==> src/rtl/uart_tx_scheduler_if.sv <==
// rtl/uart_tx_scheduler_if.sv - byte producer handshake bundle for the shared UART transmitter
interface uart_tx_scheduler_if #(
  parameter int NUM_REQ = 2,
  parameter int DATA_W  = 8
);
  logic [NUM_REQ-1:0]        req_valid;
  logic [NUM_REQ*DATA_W-1:0] req_data;
  logic [NUM_REQ-1:0]        req_ready;

  modport master (output req_valid, output req_data, input  req_ready);
  modport slave  (input  req_valid, input  req_data, output req_ready);
endinterface

==> src/rtl/uart_tx_scheduler.sv <==
// rtl/uart_tx_scheduler.sv - round-robin shared 8N1-style UART transmitter driven by an oversampling tick
module uart_tx_scheduler #(
  parameter int NUM_REQ    = 2,
  parameter int DATA_W     = 8,
  parameter int OVERSAMPLE = 16,
  parameter int STOP_BITS  = 1,
  localparam int GW        = (NUM_REQ > 1) ? $clog2(NUM_REQ) : 1
) (
  input  logic                  clk,
  input  logic                  rst_n,
  input  logic                  tick16,
  uart_tx_scheduler_if.slave    req,
  output logic                  tx,
  output logic                  busy,
  output logic [GW-1:0]         grant_id
);
  localparam int TW = $clog2(OVERSAMPLE*STOP_BITS) + 1;
  localparam int BW = $clog2(DATA_W) + 1;
  localparam logic [TW-1:0] OS_LAST   = TW'(OVERSAMPLE - 1);
  localparam logic [TW-1:0] STOP_LAST = TW'(OVERSAMPLE*STOP_BITS - 1);
  localparam logic [BW-1:0] BIT_LAST  = BW'(DATA_W - 1);
  localparam logic [GW-1:0] PTR_LAST  = GW'(NUM_REQ - 1);

  typedef enum logic [1:0] {IDLE, START, DATA, STOP} state_t;

  state_t            state;
  logic [GW-1:0]     ptr;
  logic [TW-1:0]     tick_cnt;
  logic [BW-1:0]     bit_idx;
  logic [DATA_W-1:0] shreg;
  logic [GW-1:0]     winner;
  logic              found;
  logic              accept;
  int                idx;

  // Search upward from the round-robin pointer, wrapping at NUM_REQ.
  always_comb begin
    found  = 1'b0;
    winner = '0;
    idx    = 0;
    for (int k = 0; k < NUM_REQ; k++) begin
      idx = int'(ptr) + k;
      if (idx >= NUM_REQ) idx = idx - NUM_REQ;
      if (!found && req.req_valid[GW'(idx)]) begin
        found  = 1'b1;
        winner = GW'(idx);
      end
    end
  end

  assign accept        = rst_n && (state == IDLE) && found;
  assign req.req_ready = accept ? (NUM_REQ'(1) << winner) : '0;

  always_ff @(posedge clk or negedge rst_n) begin
    if (!rst_n) begin
      state    <= IDLE;
      ptr      <= '0;
      tick_cnt <= '0;
      bit_idx  <= '0;
      shreg    <= '0;
      tx       <= 1'b1;
      busy     <= 1'b0;
      grant_id <= '0;
    end else begin
      case (state)
        IDLE: begin
          if (accept) begin
            shreg    <= req.req_data[winner*DATA_W +: DATA_W];
            grant_id <= winner;
            ptr      <= (winner == PTR_LAST) ? '0 : winner + 1'b1;
            tick_cnt <= '0;
            state    <= START;
            tx       <= 1'b0;
            busy     <= 1'b1;
          end
        end
        START: begin
          if (tick16) begin
            if (tick_cnt == OS_LAST) begin
              tick_cnt <= '0;
              bit_idx  <= '0;
              state    <= DATA;
              tx       <= shreg[0];
            end else begin
              tick_cnt <= tick_cnt + 1'b1;
            end
          end
        end
        DATA: begin
          if (tick16) begin
            if (tick_cnt == OS_LAST) begin
              tick_cnt <= '0;
              if (bit_idx == BIT_LAST) begin
                bit_idx <= '0;
                state   <= STOP;
                tx      <= 1'b1;
              end else begin
                // Present the next bit in the same edge as the shift so tx stays registered.
                shreg   <= shreg >> 1;
                bit_idx <= bit_idx + 1'b1;
                tx      <= shreg[1];
              end
            end else begin
              tick_cnt <= tick_cnt + 1'b1;
            end
          end
        end
        STOP: begin
          if (tick16) begin
            if (tick_cnt == STOP_LAST) begin
              tick_cnt <= '0;
              state    <= IDLE;
              busy     <= 1'b0;
            end else begin
              tick_cnt <= tick_cnt + 1'b1;
            end
          end
        end
        default: begin
          state <= IDLE;
          tx    <= 1'b1;
          busy  <= 1'b0;
        end
      endcase
    end
  end
endmodule
==> src/flat_wrapper.sv <==
// flat-port wrapper written by rule: the top's interface ports become plain ports
module uart_tx_scheduler_flat 
#(
  parameter int NUM_REQ    = 2,
  parameter int DATA_W     = 8,
  parameter int OVERSAMPLE = 16,
  parameter int STOP_BITS  = 1,
  localparam int GW        = (NUM_REQ > 1) ? $clog2(NUM_REQ) : 1
)
  (clk, rst_n, tick16, tx, busy, grant_id, req_req_valid, req_req_data, req_req_ready);
  uart_tx_scheduler_if #(.NUM_REQ(NUM_REQ), .DATA_W(DATA_W)) req_i ();
  input  logic clk;
  input  logic rst_n;
  input  logic tick16;
  output logic tx;
  output logic busy;
  output logic [GW-1:0] grant_id;
  input wire logic [$bits(req_i.req_valid)-1:0] req_req_valid;
  input wire logic [$bits(req_i.req_data)-1:0] req_req_data;
  output wire logic [$bits(req_i.req_ready)-1:0] req_req_ready;
  assign req_i.req_valid = req_req_valid;
  assign req_i.req_data = req_req_data;
  assign req_req_ready = req_i.req_ready;
  uart_tx_scheduler #(.NUM_REQ(NUM_REQ), .DATA_W(DATA_W), .OVERSAMPLE(OVERSAMPLE), .STOP_BITS(STOP_BITS)) u_core (.clk(clk), .rst_n(rst_n), .tick16(tick16), .req(req_i), .tx(tx), .busy(busy), .grant_id(grant_id));
endmodule
==> config.mk <==
export PLATFORM = sky130hd
export DESIGN_NAME = uart_tx_scheduler_flat
export DESIGN_NICKNAME = d
export VERILOG_FILES = /design/src/rtl/uart_tx_scheduler_if.sv /design/src/rtl/uart_tx_scheduler.sv /design/src/flat_wrapper.sv
export SDC_FILE = /design/constraint.sdc
export NUM_CORES = 1
export LEC_CHECK = 0
export CAP_MARGIN = 10
export CELL_PAD_IN_SITES_DETAIL_PLACEMENT = 0
export CELL_PAD_IN_SITES_GLOBAL_PLACEMENT = 1
export CORE_MARGIN = 4
export CORE_UTILIZATION = 30
export CTS_CLUSTER_SIZE = 24
export DETAILED_ROUTE_END_ITERATION = 7
export PLACE_DENSITY = 0.64
export SETUP_SLACK_MARGIN = 0.05
export SLEW_MARGIN = 25
export SYNTH_ARGS = -nofsm -noshare
export SYNTH_HDL_FRONTEND = slang
export SYNTH_SLANG_ARGS = --single-unit
==> constraint.sdc <==
create_clock -name clk -period 2.15 [get_ports clk]
set_clock_uncertainty 0.05 [all_clocks]
set_input_delay 0.3225 -clock clk [delete_from_list [all_inputs] [get_ports clk]]
set_output_delay 0.3225 -clock clk [all_outputs]
set_load 0.05 [all_outputs]
==> impl_metrics.py, run 1 <==
metrics = {
    "setup_path": {
        "crit_type": "register to register",
        "crit_path_end_kind": "register",
        "max_stage_delay_ns": 0.39,
        "arrival_ns": 2.11,
        "cp-start-kind": "register",
        "critPathTopFamily": "simple AND/OR/NAND/NOR gates",
        "cp_max_fo": 9,
        "critical_path_required_ns": 2.25,
        "path_buf_inv": 0,
        "crit_chain": "ha_1, and4b_2, nand4_4, a21oi_4, mux2_2",
        "cp_slowest_cell": "dfrtp_1",
    },
    "synthesis": {
        "ys_top_cells_by_area": "dfrtp_1 40%, mux2_2 9.1%, ha_1 7.3%, nand2_1 5.2%, mux2i_1 5.1%",
        "synth_cell_type_count": 36,
        "yosys_register_bits": 23,
        "yosys-top-cells-count": "22 x dfrtp_1, 19 x nand2_1, 14 x o21ai_0",
        "synthesis.nets": 162,
        "synth-main-ff-cell": "dfrtp_1",
        "yosys.area.top_type": "dfrtp_1",
        "synth_top_area_frac": 0.4029,
        "syn_area_mm2": 0.001366,
        "ys_warn_count": 0,
        "synth_edf_count": 0,
        "ys_async_sr_fraction": 1.000,
        "yosysSeqAreaShare": 0.4222,
        "syn_inst": 133,
        "avgSynthCellArea_um2": 10.27,
        "synth.most_common_cell": "dfrtp_1",
    },
    "run": {
        "drv_cap": 0,
    },
    "cts": {
        "cts-root-buf": "clkbuf_8",
        "cts_sinks": 23,
        "clk_pin_slew_ns": 0.09,
        "clockBufferDepth": 2,
        "clk_latency_ns": 0.26,
        "tritoncts": "built",
        "htreeDepth": 1,
        "postCtsSetupBuffers": 0,
        "cts_buffers": 3,
    },
    "sta": {
        "final_hold_viol_count": 0,
        "drv_slew": 0,
        "setup_slack_ns": 0.1404,
        "finalSetupViolCount": 0,
        "finalSetupTns_ns": 0,
        "fmax_mhz": 497.6,
        "maxSlewHeadroom": 0.6609,
        "final.min_clock_period_ns": 2.010,
        "rsz0062_at_grt": "no",
        "finalCritPeriodShare": 0.9347,
        "tightest_slew_ns": 0.5070,
    },
    "finish": {
        "antennaDiodeCount": 0,
        "area_delta_synth_final_pct": 29.85,
        "design_area_mm2": 0.001774,
        "nets": 193,
        "drive_gt1_frac": 0.2025,
    },
    "die": {
        "rows": 24,
        "io_pins": 26,
        "die_w_um": 75.49,
        "dieArea_mm2": 0.005698,
        "die_h_um": 75.49,
        "core-area_mm2": 0.004384,
        "start_util": 0.3116,
    },
    "routing": {
        "routed_wl_mm": 2.929,
        "first_iter_violations": 31,
        "drc_errors": 0,
        "avgViaCountPerCell": 4.972,
        "wire_per_inst_um": 13.62,
        "antenna_left": 0,
        "vias": 1069,
        "firstDrtPassIters": 4,
    },
    "grt": {
        "grt_pass1_vias": 1117,
        "antenna_found_initial": 0,
        "grt_max_degree": 20,
        "grtUsageTotal": 0.1161,
        "grt_pass1_wl_mm": 5.126,
        "gr-total-overflow": 0,
    },
    "worst_hold_path": {
        "hold_path.class": "register to register",
    },
    "place": {
        "placed_area_mm2": 0.001714,
        "post-place-ws_ns": 0.04973,
        "io_buffers": 24,
        "dp_hpwl_mm": 2.295,
        "place.gp.congestion": 0.8536,
    },
    "run_status": {
        "outcome": "complete, no violations",
    },
    "power": {
        "vdd_drop_max_mv": 0.6087,
        "powerDensity_mw_per_mm2": 1155,
        "leakage_nw": 0.7809,
    },
}
==> worst paths after layout <==
path	endpoint	start	depth (start not counted)	slack, ns
max in group asynchronous	u_core.tx	rst_n	2	1.26
worst max register to register	u_core.shreg[4]	u_core.tick_cnt[0]	5	0.14
worst min register to register	u_core.grant_id	u_core.grant_id	1	0.44
worst min-delay path	u_core.grant_id	u_core.grant_id	1	0.44
worst max-delay path	u_core.shreg[4]	u_core.tick_cnt[0]	5	0.14
min in group asynchronous	u_core.shreg[7]	rst_n	2	0.46
==> cells in the final DEF, fill, tap and decap left out, types with 2 or more instances in the layout <==
cell type / netlist / final
a21oi_1: 3 / 3
a22o_1: 2 / 2
and2_1: 2 / 2
buf_12: 0 / 2
buf_4: 0 / 6
clkbuf_8: 0 / 3
clkdlybuf4s50_1: 0 / 22
dfrtp_1: 22 / 22
ha_1: 8 / 7
inv_1: 3 / 3
mux2_2: 11 / 11
mux2i_1: 7 / 7
nand2_1: 19 / 19
nand3_1: 6 / 5
nand3b_1: 2 / 2
nor2_1: 6 / 4
nor2_2: 0 / 2
nor3_1: 2 / 2
nor3b_1: 2 / 2
o21ai_0: 14 / 14
==> power breakdown <==
group,internal [mW],total [mW],switching (mW)
registers,0.599,0.723,0.124
clock network,0.129,0.269,0.140
logic,0.529,1.06,0.529
total,1.26,2.05,0.793
==> kinds of logic after synthesis <==
family                     count (synthesis)  share of synthesized area
AOI/OAI and AO/OA                         30                     0.1520
and+or+nand+nor                           46                     0.1795
DFF                                       23                     0.4222
muxes                                     18                     0.1419
buffers and inverters                      7                    0.02472
xor gates and xnor gates                   1                   0.006411
adders and majority gates                  8                    0.07326
==> state kept, by name, summed over array words and instances (netlist names) <==
register	cells
u_core.shreg	8
u_core.tick_cnt	5
u_core.bit_idx	4
u_core.state	2
u_core.busy	1
u_core.grant_id	1
u_core.ptr	1
u_core.tx	1
==> worst register-to-register path: cells and delay by family, from the launching register on <==
| kind | cells | cell delay [ns] |
|---|---|---|
| fa+ha+maj | 1 | 0.22 |
| compound gates | 1 | 0.32 |
| flops | 1 | 0.39 |
| mux | 1 | 0.38 |
| simple gates | 2 | 0.53 |
==> layer usage <==
| layer | vias up | wire length (um) | part of all wire | track usage |
|---|---|---|---|---|
| met1 | 514 | 1375 | 0.47 | 0.1508 |
| met2 | 10 | 1457 | 0.50 | 0.1946 |
| met3 | 2 | 75 | 0.026 | 0.02243 |
| met4 | 0 | 20 | 0.0068 | 0.03689 |
| met5 | - | 0 | 0 | 0 |
| li1 | 543 | - | - | - |
==> final cells by class <==
| class | instances | area (um^2) |
|---|---|---|
| Fill cell | 424 | 2610 |
| Inverter | 3 | 11.26 |
| Tap cell | 52 | 65.06 |
| Multi-Input combinational cell | 103 | 769.5 |
| Clock buffer | 3 | 41.29 |
| Clock inverter | 1 | 5.005 |
| Sequential cell | 23 | 576.8 |
| Timing Repair Buffer | 30 | 305.3 |
==> what timing repair did <==
| item | in CTS | in global routing |
|---|---|---|
| resized for setup | 2 | 3 |
| endpoints found under the setup margin | 8 | 8 |
| pin swaps | 0 | 1 |
| hold buffers | 0 | 0 |
==> through the flow <==
stage	hold WS, ns	instances	power [mW]	utilization
6_report	0.4408	215	2.050	0.4047
4_1_cts	0.4285	215	2.058	0.4024
3_3_place_gp	0.4131	211	1.730	0.3910
2_1_floorplan	-0.02309	133	1.473	-
5_1_grt	0.4646	215	2.231	0.4047
3_5_place_dp	0.4214	211	1.782	0.3910
Note: power is estimated with default switching activity, not from simulation.
==> run 2: changes to the inputs <==
ABC_AREA = 1   (was unset)
PLACE_DENSITY = 0.68   (was 0.64)
==> run 2 against run 1 <==
Against the previous run: via count is 14% higher; non-clock buffer count shrank 4; hold slack lost 0.043 ns; area after synthesis up 2.8%; clock power up 4%; routed wire length grew 5.8%; combinational power grew 8%; sequential cell count stayed put; first-iteration DRC count is 94% higher; sequential share of layout area shrank 0.18 points; register-to-register slack better by 0.22 ns.
==> impl_metrics.py, run 2 <==
metrics = {
    "run_status": {
        "outcome": "complete, no violations",
    },
    "synthesis": {
        "synth_cell_type_count": 27,
        "yosys-top-cells-count": "71 x nand2_1, 22 x dfrtp_1, 17 x nor2_1",
        "syn_inst": 187,
        "synth_top_area_frac": 0.3918,
        "ys_top_cells_by_area": "dfrtp_1 39%, nand2_1 19%, ha_1 7.1%, nor2_1 4.5%, inv_1 4.3%",
        "avgSynthCellArea_um2": 7.514,
        "synth_edf_count": 0,
        "yosys.area.top_type": "dfrtp_1",
        "ys_async_sr_fraction": 1.000,
        "synth.most_common_cell": "nand2_1",
        "syn_area_mm2": 0.001405,
        "yosysSeqAreaShare": 0.4105,
        "synth-main-ff-cell": "dfrtp_1",
        "yosys_register_bits": 23,
        "synthesis.nets": 216,
        "ys_warn_count": 0,
    },
    "die": {
        "die_w_um": 76.44,
        "die_h_um": 76.44,
        "core-area_mm2": 0.004444,
        "io_pins": 26,
        "dieArea_mm2": 0.005842,
        "rows": 24,
        "start_util": 0.3162,
    },
    "setup_path": {
        "cp_slowest_cell": "dfrtp_2",
        "crit_chain": "inv_1, ha_2, inv_1, nor2_1, inv_2, nor2_2, buf_12",
        "critical_path_required_ns": 1.78,
        "crit_path_end": "req_req_ready[1]",
        "crit_path_end_kind": "output pin",
        "max_stage_delay_ns": 0.45,
        "r2r_cells": 8,
        "cp_max_fo": 7,
        "r2r_end": "u_core.shreg[5]",
        "r2r-start": "u_core.state[0]",
        "reg2reg_slack_ns": 0.36,
        "crit_type": "register to output pin",
        "cp-start-kind": "register",
        "critPathMostFrequentCell": "inv_1",
        "arrival_ns": 1.61,
        "cp-startpoint": "u_core.state[1]",
    },
    "cts": {
        "clockBufferDepth": 2,
        "tritoncts": "built",
        "cts_buffers": 3,
        "cts-root-buf": "clkbuf_8",
        "cts_sinks": 23,
        "clk_pin_slew_ns": 0.09,
        "postCtsSetupBuffers": 0,
        "clk_latency_ns": 0.27,
        "htreeDepth": 1,
    },
    "finish": {
        "final_common_cell": "nand2_1",
        "drive_gt1_frac": 0.1121,
        "mostFrequentLayoutCells": "71 x nand2_1, 22 x clkdlybuf4s50_1, 21 x dfrtp_1",
        "top_register": "u_core.shreg",
        "final_cells": 266,
        "area_delta_synth_final_pct": 27.25,
        "num-fill-cells": 492,
        "largest_reg_flops": 8,
        "antennaDiodeCount": 0,
        "reg.largest.list": "u_core.shreg: 8 flops, u_core.tick_cnt: 5 flops, u_core.bit_idx: 4 flops",
        "nets": 244,
    },
    "sta": {
        "final.min_clock_period_ns": 1.980,
        "drv_slew": 0,
        "finalCritPeriodShare": 0.9207,
        "finalSetupViolCount": 0,
        "maxSlewHeadroom": 0.6679,
        "rsz0062_at_grt": "no",
        "finalSetupTns_ns": 0,
        "setup_slack_ns": 0.1704,
        "tightest_slew_ns": 0.4966,
        "final_hold_viol_count": 0,
        "fmax_mhz": 505.2,
    },
    "place": {
        "dp.cells": 262,
        "dp_hpwl_mm": 2.324,
        "io_buffers": 24,
        "post-place-ws_ns": 0.3190,
        "place.gp.congestion": 0.7603,
    },
    "grt": {
        "grtUsageTotal": 0.1122,
        "grt_pass1_wl_mm": 5.464,
        "grt_max_degree": 24,
        "gr-total-overflow": 0,
        "antenna_found_initial": 0,
        "grt_pass1_vias": 1203,
    },
    "routing": {
        "avgViaCountPerCell": 4.602,
        "drc_errors": 0,
        "routed_wl_mm": 3.099,
        "wl_met2_mm": 1.350,
        "top_layer": "met4",
        "antenna_left": 0,
        "vias": 1224,
        "met3WireLength_um": 164,
        "firstDrtPassIters": 4,
        "first_iter_violations": 60,
        "met1_length_mm": 1.548,
        "wire_per_inst_um": 11.65,
    },
    "worst_hold_path": {
        "hold_path.class": "input port to async pin",
    },
    "power": {
        "vdd_drop_max_mv": 0.5344,
        "power_mw": 2.138,
        "powerDensity_mw_per_mm2": 1196,
        "leakage_nw": 0.8575,
    },
    "run": {
        "drv_cap": 0,
    },
}
## run 2: layer usage
layer,track usage,vias up
li1,-,655
met1,0.1446,540
met2,0.1810,27
met3,0.03310,2
met4,0.03261,0
met5,0,-
## run 2: final cells by class
class / instances / area [um^2] / share of cell area
clock inverters: 1 / 5.005 / 0.002799
multi-input cells: 141 / 745.7 / 0.4171
clock buffers: 3 / 41.29 / 0.02309
flip-flops and latches: 23 / 578.1 / 0.3233
well taps: 52 / 65.06 / 0.03639
inverters: 20 / 77.57 / 0.04339
repair buffers: 26 / 275.3 / 0.1540
## run 2: worst min path at each step
stage | cells after the start | slack (ns) | start | endpoint
after floorplan | 0 | -0.02 | rst_n | u_core.bit_idx[0]
after global placement | 2 | 0.41 | u_core.shreg[0] | u_core.shreg[0]
after detailed placement | 2 | 0.41 | u_core.shreg[3] | u_core.shreg[3]
after CTS | 2 | 0.40 | rst_n | u_core.grant_id
after global routing | 2 | 0.42 | rst_n | u_core.grant_id
final | 2 | 0.40 | rst_n | u_core.grant_id
## run 2: timing repair
| action | 4_1_cts | 5_1_grt |
|---|---|---|
| pin swaps | 0 | 1 |
| setup endpoints to repair | 1 | 2 |
| hold buffers | 0 | 0 |
| gates resized for setup | 1 | 6 |
## run 2: metrics by stage
| stage | util | hold slack (ns) | area (um^2) |
|---|---|---|---|
| finish | 0.4023 | 0.3977 | 1788 |
| global route | 0.4023 | 0.4154 | 1788 |
| CTS | 0.3998 | 0.3984 | 1777 |
| detailed placement | 0.3888 | 0.4135 | 1728 |
| global placement | 0.3888 | 0.4100 | 1728 |
| floorplan | - | -0.02309 | 1405 |
## run 2: cells by family after synthesis
| kind of cell | share of synthesized area |
|---|---|
| and+or+nand+nor | 0.3161 |
| AOI/OAI and AO/OA | 0.1149 |
| buffers and inverters | 0.06768 |
| DFF | 0.4105 |
| adders and majority gates | 0.07124 |
| xor gates and xnor gates | 0.01247 |
| muxes | 0.007124 |
## run 2: worst max-delay path: cells and delay by family (launching register included)
family | cells | cell delay [ns]
fa+ha+maj | 1 | 0.22
buf+inv | 4 | 0.41
flops | 1 | 0.45
simple gates | 2 | 0.26
## run 2: power breakdown
group          total [mW]  switching (mW)  internal, mW
combinational        1.15           0.730         0.416
clock               0.281           0.152         0.130
sequential          0.711           0.118         0.593
==> run 3: changes to the inputs <==
CTS_BUF_LIST = sky130_fd_sc_hd__clkbuf_4   (was unset)
MAX_ROUTING_LAYER = met4   (was unset)
==> run 3 against run 2 <==
Against the previous run: final area did not move; sequential power down 3.0%; routed wire length increased by 0.23%; critical endpoint is now tx.
==> impl_metrics.py, run 3 (synthesis gave the netlist of run 2 again) <==
metrics = {
    "setup_path": {
        "crit_type": "register to output pin",
        "max_stage_delay_ns": 0.79,
        "r2r_end": "u_core.shreg[2]",
        "cp-startpoint": "u_core.tx",
        "r2r-start": "u_core.state[1]",
        "cp_slowest_cell": "clkdlybuf4s50_1",
        "reg2reg_slack_ns": 0.37,
        "cp_max_fo": 2,
        "cp-start-kind": "register",
        "crit_path_end": "tx",
        "critPathTopFamily": "buffers and inverters",
        "r2r_cells": 8,
        "crit_path_end_kind": "output pin",
        "arrival_ns": 1.66,
        "path_buf_inv": 1,
        "critical_path_required_ns": 1.78,
        "crit_chain": "clkdlybuf4s50_1",
        "crit_cells": 1,
    },
    "place": {
        "dp_hpwl_mm": 2.324,
        "place.gp.congestion": 0.7703,
        "io_buffers": 24,
        "placed_area_mm2": 0.001728,
    },
    "routing": {
        "wire_per_inst_um": 11.59,
        "routed_wl_mm": 3.106,
        "first_iter_violations": 64,
        "avgViaCountPerCell": 4.582,
        "firstDrtPassIters": 4,
        "drc_errors": 0,
        "antenna_left": 0,
        "vias": 1228,
    },
    "die": {
        "start_util": 0.3162,
        "io_pins": 26,
        "die_w_um": 76.44,
        "die_h_um": 76.44,
        "core-area_mm2": 0.004444,
        "dieArea_mm2": 0.005842,
        "rows": 24,
    },
    "sta": {
        "final.min_clock_period_ns": 2.037,
        "maxSlewHeadroom": 0.6690,
        "fmax_mhz": 491.0,
        "drv_slew": 0,
        "finalCritPeriodShare": 0.9473,
        "rsz0062_at_grt": "no",
        "hold_ws_ns": 0.3205,
        "finalSetupTns_ns": 0,
        "tightest_slew_ns": 0.4949,
        "final_hold_viol_count": 0,
        "finalSetupViolCount": 0,
    },
    "power": {
        "swShare": 0.4756,
        "clock_power_share": 0.102,
        "p_switching_uw": 995.5,
        "internal_power_mw": 1.098,
        "powerDensity_mw_per_mm2": 1171,
        "power_mw": 2.093,
        "leakage_nw": 0.8625,
        "vdd_drop_max_mv": 0.5405,
        "seqPwrFrac": 0.330,
        "power_frac_comb": 0.568,
    },
    "cts": {
        "cts_buffers": 3,
        "tritoncts": "built",
        "htreeDepth": 1,
        "cts_hold_buf": 0,
        "cts_sinks": 23,
        "clk_pin_slew_ns": 0.14,
        "clockBufferDepth": 2,
        "clk_latency_ns": 0.32,
        "cts-root-buf": "clkbuf_4",
    },
    "finish": {
        "nets": 246,
        "drive_gt1_frac": 0.1111,
        "top_register": "u_core.shreg",
        "antennaDiodeCount": 0,
        "final_core_util": 0.4023,
        "largest_reg_flops": 8,
        "area_delta_synth_final_pct": 27.25,
        "multi_input_comb_area_um2": 750.7,
        "final_common_cell": "nand2_1",
        "regArea_um2": 576.8,
        "reg.largest.list": "u_core.shreg: 8 flops, u_core.tick_cnt: 5 flops, u_core.bit_idx: 4 flops",
        "num-fill-cells": 491,
        "design_area_mm2": 0.001788,
        "mostFrequentLayoutCells": "71 x nand2_1, 22 x clkdlybuf4s50_1, 22 x dfrtp_1",
    },
    "run": {
        "drv_cap": 0,
    },
    "grt": {
        "grtUsageTotal": 0.1166,
        "grt_pass1_vias": 1203,
        "gr-total-overflow": 0,
        "antenna_found_initial": 0,
        "grt_max_degree": 24,
        "grt_pass1_wl_mm": 5.485,
    },
    "run_status": {
        "outcome": "complete, no violations",
    },
    "worst_hold_path": {
        "hold_path.class": "input port to async pin",
    },
}
run 3: how the worst min path moves through the flow:
stage / from / to / slack (ns) / depth (start not counted)
floorplan: rst_n / u_core.bit_idx[0] / -0.02 / 0
global placement: u_core.shreg[0] / u_core.shreg[0] / 0.41 / 2
detailed placement: u_core.shreg[3] / u_core.shreg[3] / 0.41 / 2
CTS: rst_n / u_core.grant_id / 0.32 / 2
global route: rst_n / u_core.grant_id / 0.34 / 2
finish: rst_n / u_core.grant_id / 0.32 / 2
run 3: layer usage:
metal	vias up	global-route usage	wire [um]
met1	541	0.1497	1604
met4	0	0.03804	40
li1	663	-	-
met3	2	0.02837	116
met2	22	0.1801	1344
met5	-	-	0
run 3: through the flow:
stage / setup slack, ns / cells
after CTS: 0.09254 / 268
final: 0.1132 / 268
after global routing: 0.05174 / 268
after detailed placement: 0.3190 / 262
after global placement: 0.3276 / 262
after floorplan: 0.2057 / 187
run 3: layout make-up:
| type | instances | area share |
|---|---|---|
| clock buffers | 3 | 0.01260 |
| clock inverters | 1 | 0.002799 |
| inverters | 20 | 0.04339 |
| multi-input cells | 141 | 0.4199 |
| flip-flops and latches | 23 | 0.3226 |
| well taps | 52 | 0.03639 |
| repair buffers | 28 | 0.1624 |
run 3: repair_timing:
| item | 4_1_cts | 5_1_grt |
|---|---|---|
| pin swaps | 0 | 1 |
| setup endpoints to repair | 2 | 2 |
| hold endpoints to repair | 0 | 0 |
| gates resized for setup | 2 | 4 |
| setup buffers | 2 | 0 |
run 3: power groups by stage:
stage	Combinational, mW	Clock [mW]	Sequential, mW
2_1_floorplan	0.822	0	0.744
3_3_place_gp	1.15	0	0.710
3_5_place_dp	1.16	0	0.709
4_1_cts	1.20	0.227	0.688
5_1_grt	1.36	0.234	0.710
6_report	1.19	0.214	0.690
